## config.mk

```make
export PLATFORM = sky130hd
export DESIGN_NAME = uart_mem_loader
export DESIGN_NICKNAME = d
export VERILOG_FILES = /design/src/rtl/uart_mem_loader.sv
export SDC_FILE = /design/constraint.sdc
export NUM_CORES = 1
export LEC_CHECK = 0
export CORE_MARGIN = 2
export CORE_UTILIZATION = 62
export DETAILED_ROUTE_END_ITERATION = 16
export GPL_ROUTABILITY_DRIVEN = 0
export PLACE_DENSITY = 0.87
export SYNTH_ARGS = -nofsm -noshare
export SYNTH_HDL_FRONTEND = slang
export SYNTH_SLANG_ARGS = --single-unit
```

## constraint.sdc

```tcl
create_clock -name clk -period 3.9 [get_ports clk]
set_clock_uncertainty 0.05 [all_clocks]
set_input_delay 0.39 -clock clk [delete_from_list [all_inputs] [get_ports clk]]
set_output_delay 0.39 -clock clk [all_outputs]
set_load 0.05 [all_outputs]
```

## src/rtl/uart_mem_loader.sv

```systemverilog
// Frame parser between the UART byte receiver and the word-wide memory write port.
// Frame: SYNC, start address, word count, {lo, hi} per word, XOR checksum of the data bytes.

module uart_mem_loader_chk #(
  parameter int ADDR_W = 8
) (
  input  logic            clk,
  input  logic            reset,
  input  logic            wr_en,
  input  logic            busy,
  input  logic            done,
  input  logic            err,
  input  logic [1:0]      err_code,
  input  logic [ADDR_W:0] word_cnt
);

  a_wr_in_frame: assert property (@(posedge clk) disable iff (reset) wr_en |-> busy);
  a_done_clean:  assert property (@(posedge clk) disable iff (reset) done |-> (!busy && !err));
  a_done_pulse:  assert property (@(posedge clk) disable iff (reset) done |=> !done);
  a_code_err:    assert property (@(posedge clk) disable iff (reset) err == (err_code != 2'b00));

endmodule

module uart_mem_loader #(
  parameter int         ADDR_W      = 8,
  parameter int         DATA_W      = 10,
  parameter logic [7:0] SYNC_BYTE   = 8'h55,
  parameter int         TIMEOUT_CYC = 50000
) (
  input  logic              clk,
  input  logic              reset,
  input  logic [7:0]        rx_data,
  input  logic              rx_valid,
  output logic              wr_en,
  output logic [ADDR_W-1:0] wr_addr,
  output logic [DATA_W-1:0] wr_data,
  output logic              busy,
  output logic              done,
  output logic              err,
  output logic [1:0]        err_code,
  output logic [ADDR_W:0]   word_cnt
);

  localparam int          TMO_W     = $clog2(TIMEOUT_CYC + 1);
  localparam logic [15:0] HI_MASK_W = 16'hFFFF << (DATA_W - 8);
  localparam logic [7:0]  HI_MASK   = HI_MASK_W[7:0];

  localparam logic [1:0] ERR_NONE = 2'b00;
  localparam logic [1:0] ERR_CHK  = 2'b01;
  localparam logic [1:0] ERR_FMT  = 2'b10;
  localparam logic [1:0] ERR_TMO  = 2'b11;

  typedef enum logic [2:0] {
    S_IDLE    = 3'd0,
    S_ADDR    = 3'd1,
    S_LEN     = 3'd2,
    S_DATA_LO = 3'd3,
    S_DATA_HI = 3'd4,
    S_CHK     = 3'd5
  } state_t;

  state_t              state_q, state_d;
  logic [ADDR_W-1:0]   ptr_q, ptr_d;
  logic [ADDR_W:0]     remain_q, remain_d;
  logic [7:0]          lo_q, lo_d;
  logic [7:0]          chk_q, chk_d;
  logic [TMO_W-1:0]    tmo_q, tmo_d;
  logic                wr_en_q, wr_en_d;
  logic [ADDR_W-1:0]   wr_addr_q, wr_addr_d;
  logic [DATA_W-1:0]   wr_data_q, wr_data_d;
  logic                done_q, done_d;
  logic                err_q, err_d;
  logic [1:0]          err_code_q, err_code_d;
  logic [ADDR_W:0]     word_cnt_q, word_cnt_d;

  logic [TMO_W-1:0]    tmo_inc_s;
  logic [ADDR_W-1:0]   len_s;

  // Next-state, datapath and status computation for one received byte or idle cycle.
  always_comb begin
    state_d    = state_q;
    ptr_d      = ptr_q;
    remain_d   = remain_q;
    lo_d       = lo_q;
    chk_d      = chk_q;
    wr_en_d    = 1'b0;
    wr_addr_d  = wr_addr_q;
    wr_data_d  = wr_data_q;
    done_d     = 1'b0;
    err_d      = err_q;
    err_code_d = err_code_q;
    word_cnt_d = word_cnt_q;
    tmo_inc_s  = tmo_q + TMO_W'(1);
    len_s      = ADDR_W'(rx_data);

    if ((state_q == S_IDLE) || rx_valid) begin
      tmo_d = {TMO_W{1'b0}};
    end else begin
      tmo_d = tmo_inc_s;
    end

    if (rx_valid) begin
      case (state_q)
        S_IDLE: begin
          if (rx_data == SYNC_BYTE) begin
            state_d    = S_ADDR;
            err_d      = 1'b0;
            err_code_d = ERR_NONE;
            word_cnt_d = {(ADDR_W+1){1'b0}};
            chk_d      = 8'h00;
          end else begin
            state_d = S_IDLE;
          end
        end
        S_ADDR: begin
          ptr_d   = ADDR_W'(rx_data);
          state_d = S_LEN;
        end
        S_LEN: begin
          // A zero length byte means a full memory's worth of words.
          if (len_s == {ADDR_W{1'b0}}) begin
            remain_d = {1'b1, {ADDR_W{1'b0}}};
          end else begin
            remain_d = {1'b0, len_s};
          end
          state_d = S_DATA_LO;
        end
        S_DATA_LO: begin
          lo_d    = rx_data;
          chk_d   = chk_q ^ rx_data;
          state_d = S_DATA_HI;
        end
        S_DATA_HI: begin
          chk_d = chk_q ^ rx_data;
          if ((rx_data & HI_MASK) != 8'h00) begin
            state_d    = S_IDLE;
            err_d      = 1'b1;
            err_code_d = ERR_FMT;
          end else begin
            wr_en_d    = 1'b1;
            wr_addr_d  = ptr_q;
            wr_data_d  = {rx_data[DATA_W-9:0], lo_q};
            ptr_d      = ptr_q + ADDR_W'(1);
            word_cnt_d = word_cnt_q + (ADDR_W+1)'(1);
            remain_d   = remain_q - (ADDR_W+1)'(1);
            if (remain_q == (ADDR_W+1)'(1)) begin
              state_d = S_CHK;
            end else begin
              state_d = S_DATA_LO;
            end
          end
        end
        S_CHK: begin
          if (rx_data == chk_q) begin
            done_d = 1'b1;
          end else begin
            err_d      = 1'b1;
            err_code_d = ERR_CHK;
          end
          state_d = S_IDLE;
        end
        default: begin
          state_d = S_IDLE;
        end
      endcase
    end else if ((state_q != S_IDLE) && (tmo_inc_s == TMO_W'(TIMEOUT_CYC))) begin
      state_d    = S_IDLE;
      err_d      = 1'b1;
      err_code_d = ERR_TMO;
      tmo_d      = {TMO_W{1'b0}};
    end else begin
      state_d = state_q;
    end
  end

  // State and output registers; reset discards any partially assembled word.
  always_ff @(posedge clk or posedge reset) begin
    if (reset) begin
      state_q    <= S_IDLE;
      ptr_q      <= {ADDR_W{1'b0}};
      remain_q   <= {(ADDR_W+1){1'b0}};
      lo_q       <= 8'h00;
      chk_q      <= 8'h00;
      tmo_q      <= {TMO_W{1'b0}};
      wr_en_q    <= 1'b0;
      wr_addr_q  <= {ADDR_W{1'b0}};
      wr_data_q  <= {DATA_W{1'b0}};
      done_q     <= 1'b0;
      err_q      <= 1'b0;
      err_code_q <= ERR_NONE;
      word_cnt_q <= {(ADDR_W+1){1'b0}};
    end else begin
      state_q    <= state_d;
      ptr_q      <= ptr_d;
      remain_q   <= remain_d;
      lo_q       <= lo_d;
      chk_q      <= chk_d;
      tmo_q      <= tmo_d;
      wr_en_q    <= wr_en_d;
      wr_addr_q  <= wr_addr_d;
      wr_data_q  <= wr_data_d;
      done_q     <= done_d;
      err_q      <= err_d;
      err_code_q <= err_code_d;
      word_cnt_q <= word_cnt_d;
    end
  end

  assign wr_en    = wr_en_q;
  assign wr_addr  = wr_addr_q;
  assign wr_data  = wr_data_q;
  assign busy     = (state_q != S_IDLE);
  assign done     = done_q;
  assign err      = err_q;
  assign err_code = err_code_q;
  assign word_cnt = word_cnt_q;

  uart_mem_loader_chk #(
    .ADDR_W(ADDR_W)
  ) u_chk (
    .clk      (clk),
    .reset    (reset),
    .wr_en    (wr_en),
    .busy     (busy),
    .done     (done),
    .err      (err),
    .err_code (err_code),
    .word_cnt (word_cnt)
  );

endmodule

```

==> impl_metrics.ini <==
[logic_synthesis]
synth_ff_type = dfrtp_1
ys_seq_area_frac = 0.4672
synth.top_cell.area_share = 0.4672
synth_edf_count = 0
synth_top_cell_by_area = dfrtp_1
ys_types = 54
synthArstFlopShare = 1.000
synth_commonest_cells = dfrtp_1, nor2_1, o21ai_0
yosysWarnings = 0
synth_area_um2 = 4499
syn-num-nets = 475
synth.avg_cell_area_um2 = 9.824
synth-seq-cells = 84
syn_inst = 458
ys_top_cells_by_area = dfrtp_1, o21ai_0, nor2_1
synth_most_common_cell = dfrtp_1

[clock_tree]
htreeDepth = 3
cts_buffers = 9
ctsHoldBuffers = 0
clockRootBuffer = clkbuf_8
cts.sinks = 84
path_clk_slew_ns = 0.09
cts_setup_buffers = 0
cts_buffer_depth = 2
cts_tree = built
clock_latency_ns = 0.36
cts_resized = 0

[sta]
worst_pin_slew_ns = 1.177
setup_viol = 0
period_share = 0.7222
relSlewSlack = 0.2117
final_hold_viol_count = 0
setup_tns_ns = 0
fmax_ghz = 0.3551
hold_slack_ns = 0.3895
final-max-slew-violation-count = 0
period_minus_slack_ns = 2.816
rsz0062_at_grt = no

[worst_setup_path]
r2r-start = state_q[2]
cp_data_required_time_ns = 4.09
crit_arrival_ns = 3.01
critPathSlowestCell = nand2_1
cp-start-kind = register
crit_type = register to register
cp_cell_sequence = or3b_1, buf_4, nor3_2, nand2_1, nand3_1, o21ai_1, a21o_1
cp_max_fo = 30
cp_slowest_stage_delay_ns = 0.61
cp-startpoint = state_q[2]
setup.worst_path.end_class = register

[finish]
num-fill-cells = 537
n_antenna_cell = 0
drive_gt1_frac = 0.1093
fin_area_um2 = 5137
area_growth_pct = 14.18
nets = 507

[floorplanning]
die_h_um = 89.19
die_x_um = 89.19
rows = 31
start_util = 0.6304
ios = 44
core_um2 = 7137
die-area_um2 = 7954

[grt]
grt_max_degree = 42
grt.total_usage = 0.2642
antenna_found_initial = 0
grt_pass1_wl_mm = 16.04
grt_pass1_vias = 3344
grt_overflow_total = 0

[power_and_ir_drop]
p_leak_nw = 2.252
peakVddDrop_uv = 335.7
powerDensity_nw_per_um2 = 512.7

[route]
routed_wl_mm = 9.745
detail_route.wl_per_cell_um = 16.43
routed_via_density = 6.078
drtPass1Iterations = 5
ant_nets = 0
route.vias.total = 3604
drc = 0
drtIter0Drc = 349

[run_status]
status = finished, final reports clean

[worst_hold_path]
hp-class = input port to async pin

[place]
place_area_um2 = 4955
dp_hpwl_mm = 6.684
port_buffers = 43

[flow_run]
drv_cap = 0
-- final timing paths --
kind                               to  slack (ns)  cells after the start
setup / recovery                  err        1.08                      7
hold / removal               tmo_q[0]        0.39                      2
setup reg to reg                  err        1.08                      7
hold reg to reg            wr_data[1]        0.44                      1
max in group asynchronous    ptr_q[7]        2.67                      3
min in group clk           wr_data[1]        0.44                      1
-- kinds of logic (layout without fill, tap and decap cells) --
group | Yosys count | count (layout) | synth area share
compound gates | 95 | 95 | 0.1243
xor+xnor | 30 | 30 | 0.05840
fa+ha+maj | 6 | 6 | 0.01668
buf+inv | 38 | 74 | 0.04088
flops | 84 | 84 | 0.4672
mux | 29 | 29 | 0.07202
simple gates | 176 | 176 | 0.2205
-- stage by stage --
stage | total power, mW | setup WS, ns | utilization | instances
after global placement | 1.989 | 0.9437 | 0.6943 | 578
final | 2.634 | 1.084 | 0.7198 | 593
after detailed placement | 2.029 | 0.8116 | 0.6943 | 578
after global routing | 2.793 | 0.9170 | 0.7198 | 593
after CTS | 2.634 | 1.111 | 0.7198 | 593
after floorplan | 1.812 | 1.295 | - | 458
-- worst max-delay path, delay by kind of cell (launching register included) --
| kind | cells | cell delay, ns |
|---|---|---|
| and+or+nand+nor | 4 | 1.55 |
| buffers and inverters | 1 | 0.23 |
| AOI/OAI and AO/OA | 2 | 0.28 |
| DFF | 1 | 0.58 |
-- layout make-up --
class	count	area [µm²]	area share
clock buffers	11	131.4	0.02557
multi-input cells	336	2218	0.4318
flip-flops and latches	84	2102	0.4092
inverters	11	42.54	0.008281
clock inverters	4	51.30	0.009985
well taps	99	123.9	0.02411
repair buffers	48	467.9	0.09109
-- layout by cell type (no fill, tap or decap), types with 5 or more instances in the layout --
cell type | netlist | final
and3_1 | 6 | 6
nor3_2 | 8 | 8
dfrtp_1 | 84 | 84
mux2_2 | 12 | 12
nor3b_1 | 7 | 6
nand2_1 | 26 | 26
ha_1 | 6 | 6
a31oi_1 | 6 | 6
nand3_1 | 21 | 21
mux2_1 | 15 | 15
nor3_1 | 15 | 15
clkdlybuf4s50_1 | 0 | 43
xor2_1 | 20 | 20
or3_1 | 8 | 8
o21ai_0 | 38 | 38
buf_4 | 1 | 5
inv_1 | 11 | 10
o21a_1 | 5 | 5
clkbuf_8 | 0 | 9
nand4_1 | 7 | 7
a21o_1 | 5 | 5
o21ai_1 | 5 | 5
nor2_1 | 48 | 48
xnor2_1 | 10 | 10
o22a_1 | 5 | 5
nor4_1 | 6 | 6
a21oi_1 | 20 | 20
-- registers in the layout, indices dropped and copies added (netlist names) --
register  cells
word_cnt      9
done          1
ptr_q         8
wr_addr       8
wr_data      10
remain_q      9
err_code      2
err           1
chk_q         8
wr_en         1
tmo_q        16
lo_q          8
state_q       3
-- where the power goes --
group          total (mW)  internal, mW  switching (mW)
Combinational       0.758         0.300           0.458
Clock               0.599         0.293           0.306
Sequential           1.28          1.06           0.214
Total                2.63          1.66           0.978
-- routing by layer --
| layer | share of wire | global-route usage | up-vias |
|---|---|---|---|
| met5 | 0 | 0 | - |
| met4 | 0.037 | 0.1438 | 0 |
| met3 | 0.053 | 0.04617 | 32 |
| met2 | 0.48 | 0.4020 | 131 |
| met1 | 0.43 | 0.3611 | 1756 |
| li1 | - | - | 1685 |
Power figures use the tool's default switching activity.
